## src/rtl/i2s_sample_tx.sv

```systemverilog
// i2s_sample_tx: streams buffered samples as I2S (left/right slots, MSB first,
// one bit of delay after each WS change). Samples are prefetched one slot
// ahead from a registered-output buffer; a low-watermark fetch substitutes
// silence and is counted as an underrun.
module i2s_sample_tx #(
    parameter int unsigned SAMPLE_W = 24,
    parameter int unsigned SLOT_W   = 32,
    parameter int unsigned CLK_DIV  = 4
) (
    input  logic                clk,
    input  logic                clear_n,
    input  logic                enable,
    input  logic [SAMPLE_W-1:0] fifo_dout,
    input  logic                fifo_lw,
    output logic                fifo_pop,
    output logic                sclk,
    output logic                ws,
    output logic                sd,
    output logic                busy,
    output logic                underrun,
    output logic [7:0]          underrun_cnt
);

    localparam int unsigned KW = (SLOT_W > 1) ? $clog2(SLOT_W) : 1;
    localparam int unsigned DW = $clog2(CLK_DIV);

    localparam logic [KW-1:0] K_LAST      = KW'(SLOT_W - 1);
    localparam logic [KW-1:0] K_DATA_LAST = KW'(SAMPLE_W);
    localparam logic [KW-1:0] K_FETCH     = KW'(SAMPLE_W + 1);
    localparam logic [DW-1:0] DIV_LAST    = DW'(CLK_DIV - 1);

    typedef enum logic [1:0] {
        IDLE,
        PRIME,
        RUN
    } state_t;

    state_t              state_q, state_d;
    logic [DW-1:0]       div_q, div_d;
    logic [KW-1:0]       k_q, k_d;
    logic                sclk_q, sclk_d;
    logic                ws_q, ws_d;
    logic                sd_q, sd_d;
    logic                pop_q, pop_d;
    logic                underrun_q, underrun_d;
    logic                skip_q, skip_d;
    logic [7:0]          ucnt_q, ucnt_d;
    logic [SAMPLE_W-1:0] shift_q, shift_d;
    logic [SAMPLE_W-1:0] next_q, next_d;

    logic                half_tick;
    logic                fall_tick;
    logic                stop_now;
    logic [KW-1:0]       k_next;
    logic                fetch_req;
    logic                fetch_to_shift;

    assign half_tick = (div_q == DIV_LAST);
    assign fall_tick = half_tick & sclk_q;
    assign k_next    = (k_q == K_LAST) ? '0 : k_q + KW'(1);
    // Stopping is decided by the latest enable sample at the right slot's end,
    // so a reassertion before then cancels the stop.
    assign stop_now  = fall_tick & (k_q == K_LAST) & ws_q & ~enable;

    // State and datapath registers, cleared asynchronously.
    always_ff @(posedge clk or negedge clear_n) begin
        if (!clear_n) begin
            state_q    <= IDLE;
            div_q      <= '0;
            k_q        <= '0;
            sclk_q     <= 1'b0;
            ws_q       <= 1'b0;
            sd_q       <= 1'b0;
            pop_q      <= 1'b0;
            underrun_q <= 1'b0;
            skip_q     <= 1'b0;
            ucnt_q     <= '0;
            shift_q    <= '0;
            next_q     <= '0;
        end else begin
            state_q    <= state_d;
            div_q      <= div_d;
            k_q        <= k_d;
            sclk_q     <= sclk_d;
            ws_q       <= ws_d;
            sd_q       <= sd_d;
            pop_q      <= pop_d;
            underrun_q <= underrun_d;
            skip_q     <= skip_d;
            ucnt_q     <= ucnt_d;
            shift_q    <= shift_d;
            next_q     <= next_d;
        end
    end

    // Next-state logic for the streaming FSM.
    always_comb begin
        state_d = state_q;
        unique case (state_q)
            IDLE:    if (enable && !fifo_lw) state_d = PRIME;
            PRIME:   state_d = RUN;
            RUN:     if (stop_now) state_d = IDLE;
            default: state_d = IDLE;
        endcase
    end

    // Bit clock, slot sequencing, serialisation and sample fetch.
    always_comb begin
        div_d          = div_q;
        k_d            = k_q;
        sclk_d         = sclk_q;
        ws_d           = ws_q;
        sd_d           = sd_q;
        shift_d        = shift_q;
        next_d         = next_q;
        skip_d         = skip_q;
        ucnt_d         = ucnt_q;
        pop_d          = 1'b0;
        underrun_d     = 1'b0;
        fetch_req      = 1'b0;
        fetch_to_shift = 1'b0;

        unique case (state_q)
            IDLE: begin
                div_d  = '0;
                k_d    = '0;
                sclk_d = 1'b0;
                ws_d   = 1'b0;
                sd_d   = 1'b0;
                skip_d = 1'b0;
            end
            PRIME: begin
                // The first left slot starts now, so the head word goes
                // straight into the shifter as well as next_sample.
                div_d   = '0;
                k_d     = '0;
                sclk_d  = 1'b0;
                ws_d    = 1'b0;
                sd_d    = 1'b0;
                skip_d  = 1'b0;
                next_d  = fifo_dout;
                shift_d = fifo_dout;
                pop_d   = 1'b1;
            end
            RUN: begin
                if (half_tick) begin
                    div_d  = '0;
                    sclk_d = ~sclk_q;
                end else begin
                    div_d = div_q + DW'(1);
                end
                if (fall_tick) begin
                    k_d  = k_next;
                    sd_d = 1'b0;
                    if (k_q == K_LAST) begin
                        if (stop_now) begin
                            ws_d   = 1'b0;
                            skip_d = 1'b0;
                        end else begin
                            ws_d = ~ws_q;
                            // A stop that was cancelled after the right-slot
                            // fetch was skipped leaves next_sample stale;
                            // fetch straight into the shifter instead.
                            if (skip_q) begin
                                fetch_req      = 1'b1;
                                fetch_to_shift = 1'b1;
                                skip_d         = 1'b0;
                            end else begin
                                shift_d = next_q;
                            end
                        end
                    end else if (k_next <= K_DATA_LAST) begin
                        sd_d    = shift_q[SAMPLE_W-1];
                        shift_d = {shift_q[SAMPLE_W-2:0], 1'b0};
                    end else if (k_next == K_FETCH) begin
                        if (ws_q && !enable) skip_d = 1'b1;
                        else                 fetch_req = 1'b1;
                    end
                end
            end
            default: ;
        endcase

        if (fetch_req) begin
            if (fifo_lw) begin
                underrun_d = 1'b1;
                if (ucnt_q != 8'hFF) ucnt_d = ucnt_q + 8'd1;
                if (fetch_to_shift) shift_d = '0;
                else                next_d  = '0;
            end else begin
                pop_d = 1'b1;
                if (fetch_to_shift) shift_d = fifo_dout;
                else                next_d  = fifo_dout;
            end
        end
    end

    // Output drive from registered state.
    always_comb begin
        fifo_pop     = pop_q;
        sclk         = sclk_q;
        ws           = ws_q;
        sd           = sd_q;
        busy         = (state_q != IDLE);
        underrun     = underrun_q;
        underrun_cnt = ucnt_q;
    end

endmodule

```

## config.mk

```make
export PLATFORM = sky130hd
export DESIGN_NAME = i2s_sample_tx
export DESIGN_NICKNAME = d
export VERILOG_FILES = /design/src/rtl/i2s_sample_tx.sv
export SDC_FILE = /design/constraint.sdc
export NUM_CORES = 1
export LEC_CHECK = 0
export CORE_MARGIN = 1.5
export CORE_UTILIZATION = 45
export CTS_BUF_LIST = sky130_fd_sc_hd__clkbuf_2
export DETAILED_ROUTE_END_ITERATION = 16
export DONT_BUFFER_PORTS = 1
export PLACE_DENSITY_LB_ADDON = 0.3
export SYNTH_ARGS = -nofsm -noshare
export SYNTH_HDL_FRONTEND = slang
export SYNTH_SLANG_ARGS = --single-unit
```

## constraint.sdc

```tcl
create_clock -name clk -period 3.4 [get_ports clk]
set_input_delay 0.34 -clock clk [delete_from_list [all_inputs] [get_ports clk]]
set_output_delay 0.34 -clock clk [all_outputs]
set_load 0.05 [all_outputs]
```

==> summary.txt, run 1 <==
Clocking
  • H-tree levels: 3
  • CTS tree: done
  • CTS sink cnt: 71
  • Post-CTS Repair Setup Buffers: 0
  • Post-CTS Hold Buffers: 27
  • Clk root buf: clkbuf_2
  • PostCTS Resize Cnt: 0
  • Num CTS Buffers: 9
  • CTS max path bufs: 2
  • Clock slew at reported path FFs: 0.18 ns
  • Worst-Skew Late Latency: 0.51 ns

Yosys
  • Seq/Total Area, Yosys: 0.438
  • Ys flop type: dfrtp_1
  • Post-synth top area share: 0.438
  • Ranking of synthesized cells by area: dfrtp_1 44%, nand2_1 7.0%, o21ai_0 5.7%, o221ai_1 5.2%, a211oi_1 4.3%
  • EDFF count, synth: 0
  • Top-count cell post-synth: nand2_1
  • Synth cell types: 44
  • Asr flop ratio synth: 1.00
  • Top cells by count, synth: 76 x nand2_1, 71 x dfrtp_1, 46 x o21ai_0
  • Synthesized area per cell: 9.00 um2
  • Ys Warns: 0
  • Leading area contributor after synthesis: dfrtp_1
  • Synth Net Count: 488
  • Syn Std Cell Area: 0.00406 mm2
  • Post-synthesis cell count: 451
  • Synth Register Bits: 71

Timing
  • RSZ-0062 raised after global routing: no
  • Setup TNS: 0 ns
  • Clock skew: 0.0365 ns
  • Maximum clock frequency: 0.356 GHz
  • Final Max Slew Viols: 0
  • Final setup viols: 0
  • Min Tclk post-route: 2.81 ns
  • Slew @ Worst Pin: 0.813 ns
  • Max_slew headroom: 0.456
  • Final period util: 0.826
  • Hold Fails Final Rpt: 0

Global route
  • Gr ovfl total: 0
  • Largest net degree at the start of global routing: 72
  • First-pass GRT wire length: 17,000 um
  • Vias in the first global route: 3,459
  • Gr usage total: 0.218
  • Initial antenna violation count: 0

Layout
  • Fill cells: 795
  • # nets final: 506
  • Multi-input logic area: 0.00211 mm2
  • Sequential Area: 0.00178 mm2
  • Ant. Diodes: 0
  • Core Util, Final: 0.522
  • Layout Area Growth over Synthesis: 12.1%
  • Share of layout cells above drive strength 1: 0.0928

Power
  • Peak supply drop: 0.221 mV
  • P_sw: 0.000354 W
  • Internal power: 0.000985 W
  • Overall Power: 0.00134 W
  • P_leak: 2.05 nW
  • Seq pwr share: 0.650
  • Gate power share: 0.056
  • Clock power share: 0.294
  • P per Cell Area: 294 mW/mm2
  • Switching Fraction: 0.264

Setup path
  • WP data arrival: 3.19 ns
  • CP Class: reg -> reg
  • Critical path endpoint category: register
  • Highest fanout seen on the critical path: 32
  • Worst Path Required: 3.79 ns
  • Crit path launch type: register

Die
  • Die extent in y: 98.0 um
  • Die Wd: 98.0 um
  • Rows: 34
  • Die ar.: 0.00960 mm2
  • Ports: 42
  • Core ar.: 0.00872 mm2
  • Starting Density: 0.465

Detailed routing
  • Drt wl/cell: 17.0 um
  • Initial DRC Count: 227
  • Routed WL: 9880 um
  • Drt drc: 0
  • Detailed Routing Iterations Pass 1: 5
  • Vias per cell: 5.97
  • DR vias: 3,473
  • Routed Antenna Nets: 0

Status
  • Run status: completed

Placement
  • Port-buffer cells: 0
  • Gpl congestion: 0.793
  • DP Wirelength: 6360 um

Job
  • Maximum capacitance violations: 0

Hold path
  • Min-Delay Path Class: in -> reg
layout by cell type (no fill, tap or decap), drive strengths merged, types with 4 or more instances in the layout:
master       Yosys  layout
nand2           76      76
dfrtp           71      71
o21ai           57      57
dlygate4sd3      0      27
and3            25      25
o221ai          24      24
nor2b           23      23
a211oi          23      23
a22oi           22      22
buf              8      15
inv             10      11
a21oi            9       9
ha               9       9
clkbuf          27       9
nand3            8       8
nor2             7       7
nor3             7       7
xor2             5       5
mux2             5       5
clkinv           0       5
nand2b           4       4
nor4             4       4
a31oi            4       4
critical path, cell delays in order (launching register included):
cell and delay, ns:
dfrtp_1 0.44, ha_1 0.26, and3_1 0.20, ha_1 0.32, inv_2 0.13, and3_1 0.21
buf_4 0.20, a41oi_4 0.41, buf_4 0.39, o21ai_0 0.14
layer usage:
metal  wire length (um)  share of wire  GRT usage  vias up
met5                  0              0          0        -
met4                117          0.012     0.0670        0
met3                447          0.045     0.0551       14
met2               4690           0.47      0.345       96
met1               4630           0.47      0.294     1670
li1                   -              -          -     1693
cell families after synthesis:
group,Yosys count,share of synthesized area
DFF,71,0.438
xor gates and xnor gates,6,0.0148
AOI/OAI and AO/OA,149,0.247
buffers and inverters,45,0.0472
muxes,7,0.0188
adders and majority gates,9,0.0277
and+or+nand+nor,164,0.207
registers in the layout (all words and copies together), names as in the netlist, 2 cells and up:
| signal | count |
|---|---|
| next_q | 24 |
| shift_q | 24 |
| underrun_cnt | 8 |
| k_q | 5 |
| div_q | 2 |
| state_q | 2 |
power groups by stage:
stage / Clock, W / Combinational [W] / Sequential, W
2_1_floorplan: 0 / 0.0000213 / 0.000882
3_3_place_gp: 0 / 0.0000227 / 0.000885
3_5_place_dp: 0 / 0.0000237 / 0.000885
4_1_cts: 0.000413 / 0.0000749 / 0.000870
5_1_grt: 0.000453 / 0.0000842 / 0.000874
6_report: 0.000394 / 0.0000745 / 0.000871
per-stage QoR:
| stage | std cells | hold WS [ns] | area (um2) | worst slack (ns) |
|---|---|---|---|---|
| after floorplan | 451 | 0.0444 | 4060 | 0.965 |
| after global placement | 538 | 0.0493 | 4170 | 0.749 |
| after detailed placement | 538 | 0.0495 | 4170 | 0.574 |
| after CTS | 581 | 0.0206 | 4540 | 0.581 |
| after global routing | 582 | 0.0962 | 4550 | 0.365 |
| final | 582 | 0.152 | 4550 | 0.592 |
path summary, 6_finish.rpt:
kind / from / endpoint / slack (ns) / depth (start not counted)
worst max register to register: k_q[0] / next_q[18] / 0.59 / 9
worst min register to register: next_q[1] / next_q[1] / 0.50 / 2
min in group asynchronous: clear_n / next_q[17] / 0.35 / 2
worst max-delay path: k_q[0] / next_q[18] / 0.59 / 9
max in group asynchronous: clear_n / fifo_pop / 2.73 / 2
worst min-delay path: fifo_dout[0] / shift_q[0] / 0.15 / 3
final cells by class:
type,instances,share of cell area
clock buffer,9,0.00990
tap,108,0.0297
inverter,10,0.00825
multi-input combinational,335,0.465
sequential,71,0.391
clock inverter,7,0.00853
timing repair buffer,42,0.0886
(Power assumes the default switching activity.)
==> run 2, diff against run 1 <==
clock period = 2.44 ns   (was 3.4 ns; I/O delays follow)
==> run 2 against run 1 <==
Against the previous run:
- via count is 3.7% higher
- power grew 64%
- global-route usage up 0.64 points
- sequential power grew 39%
- highest routed layer unchanged
==> summary.txt, run 2 (synthesized netlist as in run 1, its figures left out) <==
Detailed routing
  • Routed WL: 10,300 um (was 9880 um)
  • DR WL met2: 4910 um (was 4690 um)
  • Routed Antenna Nets: 0 (unchanged)
  • Metal-1 WL: 4730 um (was 4630 um)
  • Drt drc: 0 (unchanged)
  • Top layer in use: met4 (unchanged)
  • Drt wl/cell: 17.1 um (was 17.0 um)
  • Detailed Routing Iterations Pass 1: 5 (unchanged)
  • Initial DRC Count: 205 (was 227)
  • Routed length on met3: 569 um (was 447 um)
  • Vias per cell: 5.95 (was 5.97)
  • DR vias: 3,602 (was 3,473)

Setup path
  • Crit path launch type: register (unchanged)
  • Largest stage delay on the critical path: 0.43 ns (was 0.44 ns)
  • Critical R2R Capture: underrun_cnt[5] (was next_q[18])
  • RR Startpoint: k_q[1] (was k_q[0])
  • FF-to-FF path depth: 8 (was 9)
  • Worst-path cell chain: ha_2 > and3_4 > ha_4 > nor4b_4 > buf_4 > a31oi_4 > nor4_2 > mux2_2 (was ha_1 > and3_1 > ha_1 > inv_2 > and3_1 > buf_4 > a41oi_4 > buf_4 > o21ai_0)
  • Slowest stage cell, crit path: dfrtp_1 (unchanged)
  • Worst Path Required: 2.84 ns (was 3.79 ns)
  • Highest fanout seen on the critical path: 7 (was 32)
  • Critical path endpoint category: register (unchanged)
  • CP Buf/Inv Count: 1 (was 3)
  • CP Class: reg -> reg (unchanged)
  • Crit-path leading delay family: simple AND/OR/NAND/NOR gates (was buffers and inverters)
  • Reg2reg setup slack: 0.07 ns (was 0.59 ns)
  • WP data arrival: 2.77 ns (was 3.19 ns)

Global route
  • First-pass GRT wire length: 17,600 um (was 17,000 um)
  • Gr ovfl total: 0 (unchanged)
  • Gr usage total: 0.224 (was 0.218)
  • Largest net degree at the start of global routing: 72 (unchanged)
  • Vias in the first global route: 3,534 (was 3,459)
  • Initial antenna violation count: 0 (unchanged)

Layout
  • Commonest cells after routing, fill and taps aside: 76 x nand2_1, 71 x dfrtp_1, 46 x o21ai_0 (unchanged)
  • Post-Layout Cell Count: 605 (was 582)
  • Commonest non-fill, non-tap cell in the layout: nand2_1 (unchanged)
  • Share of layout cells above drive strength 1: 0.153 (was 0.0928)
  • # nets final: 529 (was 506)
  • Ant. Diodes: 0 (unchanged)
  • Final non-filler cell area: 0.00489 mm2 (was 0.00455 mm2)
  • Layout Area Growth over Synthesis: 20.6% (was 12.1%)

Die
  • Core ar.: 0.00872 mm2 (unchanged)
  • Die extent in y: 98.0 um (unchanged)
  • Starting Density: 0.465 (unchanged)
  • Die Wd: 98.0 um (unchanged)
  • Die ar.: 0.00960 mm2 (unchanged)
  • Ports: 42 (unchanged)
  • Rows: 34 (unchanged)

Power
  • Gate power share: 0.048 (was 0.056)
  • P per Cell Area: 449 mW/mm2 (was 294 mW/mm2)
  • Seq pwr share: 0.552 (was 0.650)
  • Overall Power: 0.00220 W (was 0.00134 W)
  • Peak supply drop: 0.256 mV (was 0.221 mV)
  • P_leak: 2.23 nW (was 2.05 nW)
  • Switching Fraction: 0.230 (was 0.264)
  • Clock power share: 0.400 (was 0.294)
  • Internal power: 0.00169 W (was 0.000985 W)
  • P_sw: 0.000507 W (was 0.000354 W)

Timing
  • Hold Fails Final Rpt: 0 (unchanged)
  • Clock skew: 0.0398 ns (was 0.0365 ns)
  • Max_slew headroom: 0.624 (was 0.456)
  • Final period util: 0.971 (was 0.826)
  • Setup TNS: 0 ns (unchanged)
  • Slew @ Worst Pin: 0.564 ns (was 0.813 ns)
  • Final Max Slew Viols: 0 (unchanged)
  • Worst setup margin: 0.0704 ns (was 0.592 ns)
  • Min Tclk post-route: 2.37 ns (was 2.81 ns)
  • Final setup viols: 0 (unchanged)
  • RSZ-0062 raised after global routing: yes (was no)
  • Maximum clock frequency: 0.422 GHz (was 0.356 GHz)

Job
  • Maximum capacitance violations: 0 (unchanged)

Placement
  • Post-Place Cells: 561 (was 538)
  • Port-buffer cells: 0 (unchanged)
  • Gpl congestion: 0.777 (was 0.793)
  • DP Wirelength: 6430 um (was 6360 um)
  • Pre-CTS setup slack: -0.0702 ns (was 0.574 ns)
  • DP Area: 0.00438 mm2 (was 0.00417 mm2)

Clocking
  • Num CTS Buffers: 9 (unchanged)
  • CTS max path bufs: 2 (unchanged)
  • Worst-Skew Late Latency: 0.51 ns (about the same)
  • Clock slew at reported path FFs: 0.20 ns (was 0.18 ns)
  • Post-CTS Repair Setup Buffers: 0 (unchanged)
  • CTS tree: done (unchanged)
  • Clk root buf: clkbuf_2 (unchanged)
  • H-tree levels: 3 (unchanged)
  • CTS sink cnt: 71 (unchanged)

Hold path
  • Min-Delay Path Class: in -> reg (unchanged)
  • Hold_sp: fifo_dout[22] (was fifo_dout[0])
  • Hold Path End: shift_q[22] (was shift_q[0])
  • Hold path cells: 3 (unchanged)

Status
  • Run status: completed (unchanged)
run 2: final cells by class:
cell class | count | area [um2]
tap | 108 | 135
multi-input combinational | 335 | 2170
clock inverter | 6 | 109
clock buffer | 10 | 50.0
sequential | 71 | 1780
timing repair buffer | 65 | 613
inverter | 10 | 37.5
fill | 776 | 3830
run 2: power by group through the flow:
stage                     Sequential (W)  Combinational [W]  Clock, W
after floorplan                  0.00123          0.0000296         0
after global placement           0.00123          0.0000314         0
after detailed placement         0.00123          0.0000329         0
after CTS                        0.00121           0.000105  0.000896
after global routing             0.00122           0.000119  0.000948
final                            0.00121           0.000105  0.000881
run 2: what timing repair did:
| action | in CTS | in global routing |
|---|---|---|
| hold endpoints to repair | 120 | 1 |
| pin swaps | 3 | 4 |
| gates resized for setup | 5 | 5 |
| endpoints found under the setup margin | 6 | 18 |
| hold buffers | 27 | 1 |
run 2: stage by stage:
step,hold slack [ns],utilization
6_report,0.0519,0.561
5_1_grt,0.0220,0.561
4_1_cts,0.00352,0.556
3_5_place_dp,-0.0483,0.502
3_3_place_gp,-0.0468,0.502
2_1_floorplan,-0.0516,-
run 2: worst register-to-register path: stages, from the launching register on:
cell	delay [ns]
dfrtp_1	0.43
ha_2	0.19
and3_4	0.19
ha_4	0.17
nor4b_4	0.30
buf_4	0.19
a31oi_4	0.14
nor4_2	0.31
mux2_2	0.36
run 2: how the worst max path moves through the flow:
stage	from	to	slack (ns)	depth (start not counted)
after global placement	k_q[0]	underrun_cnt[5]	0.05	8
after global routing	k_q[1]	underrun_cnt[5]	-0.03	8
after CTS	k_q[0]	underrun_cnt[5]	0.04	8
after floorplan	k_q[0]	next_q[18]	0.005	9
after detailed placement	k_q[0]	underrun_cnt[7]	-0.07	8
final	k_q[1]	underrun_cnt[5]	0.07	8
run 2: routing by layer:
metal,track usage,up-vias
li1,-,1739
met1,0.322,1743
met2,0.346,111
met3,0.0458,9
met4,0.0571,0
met5,0,-
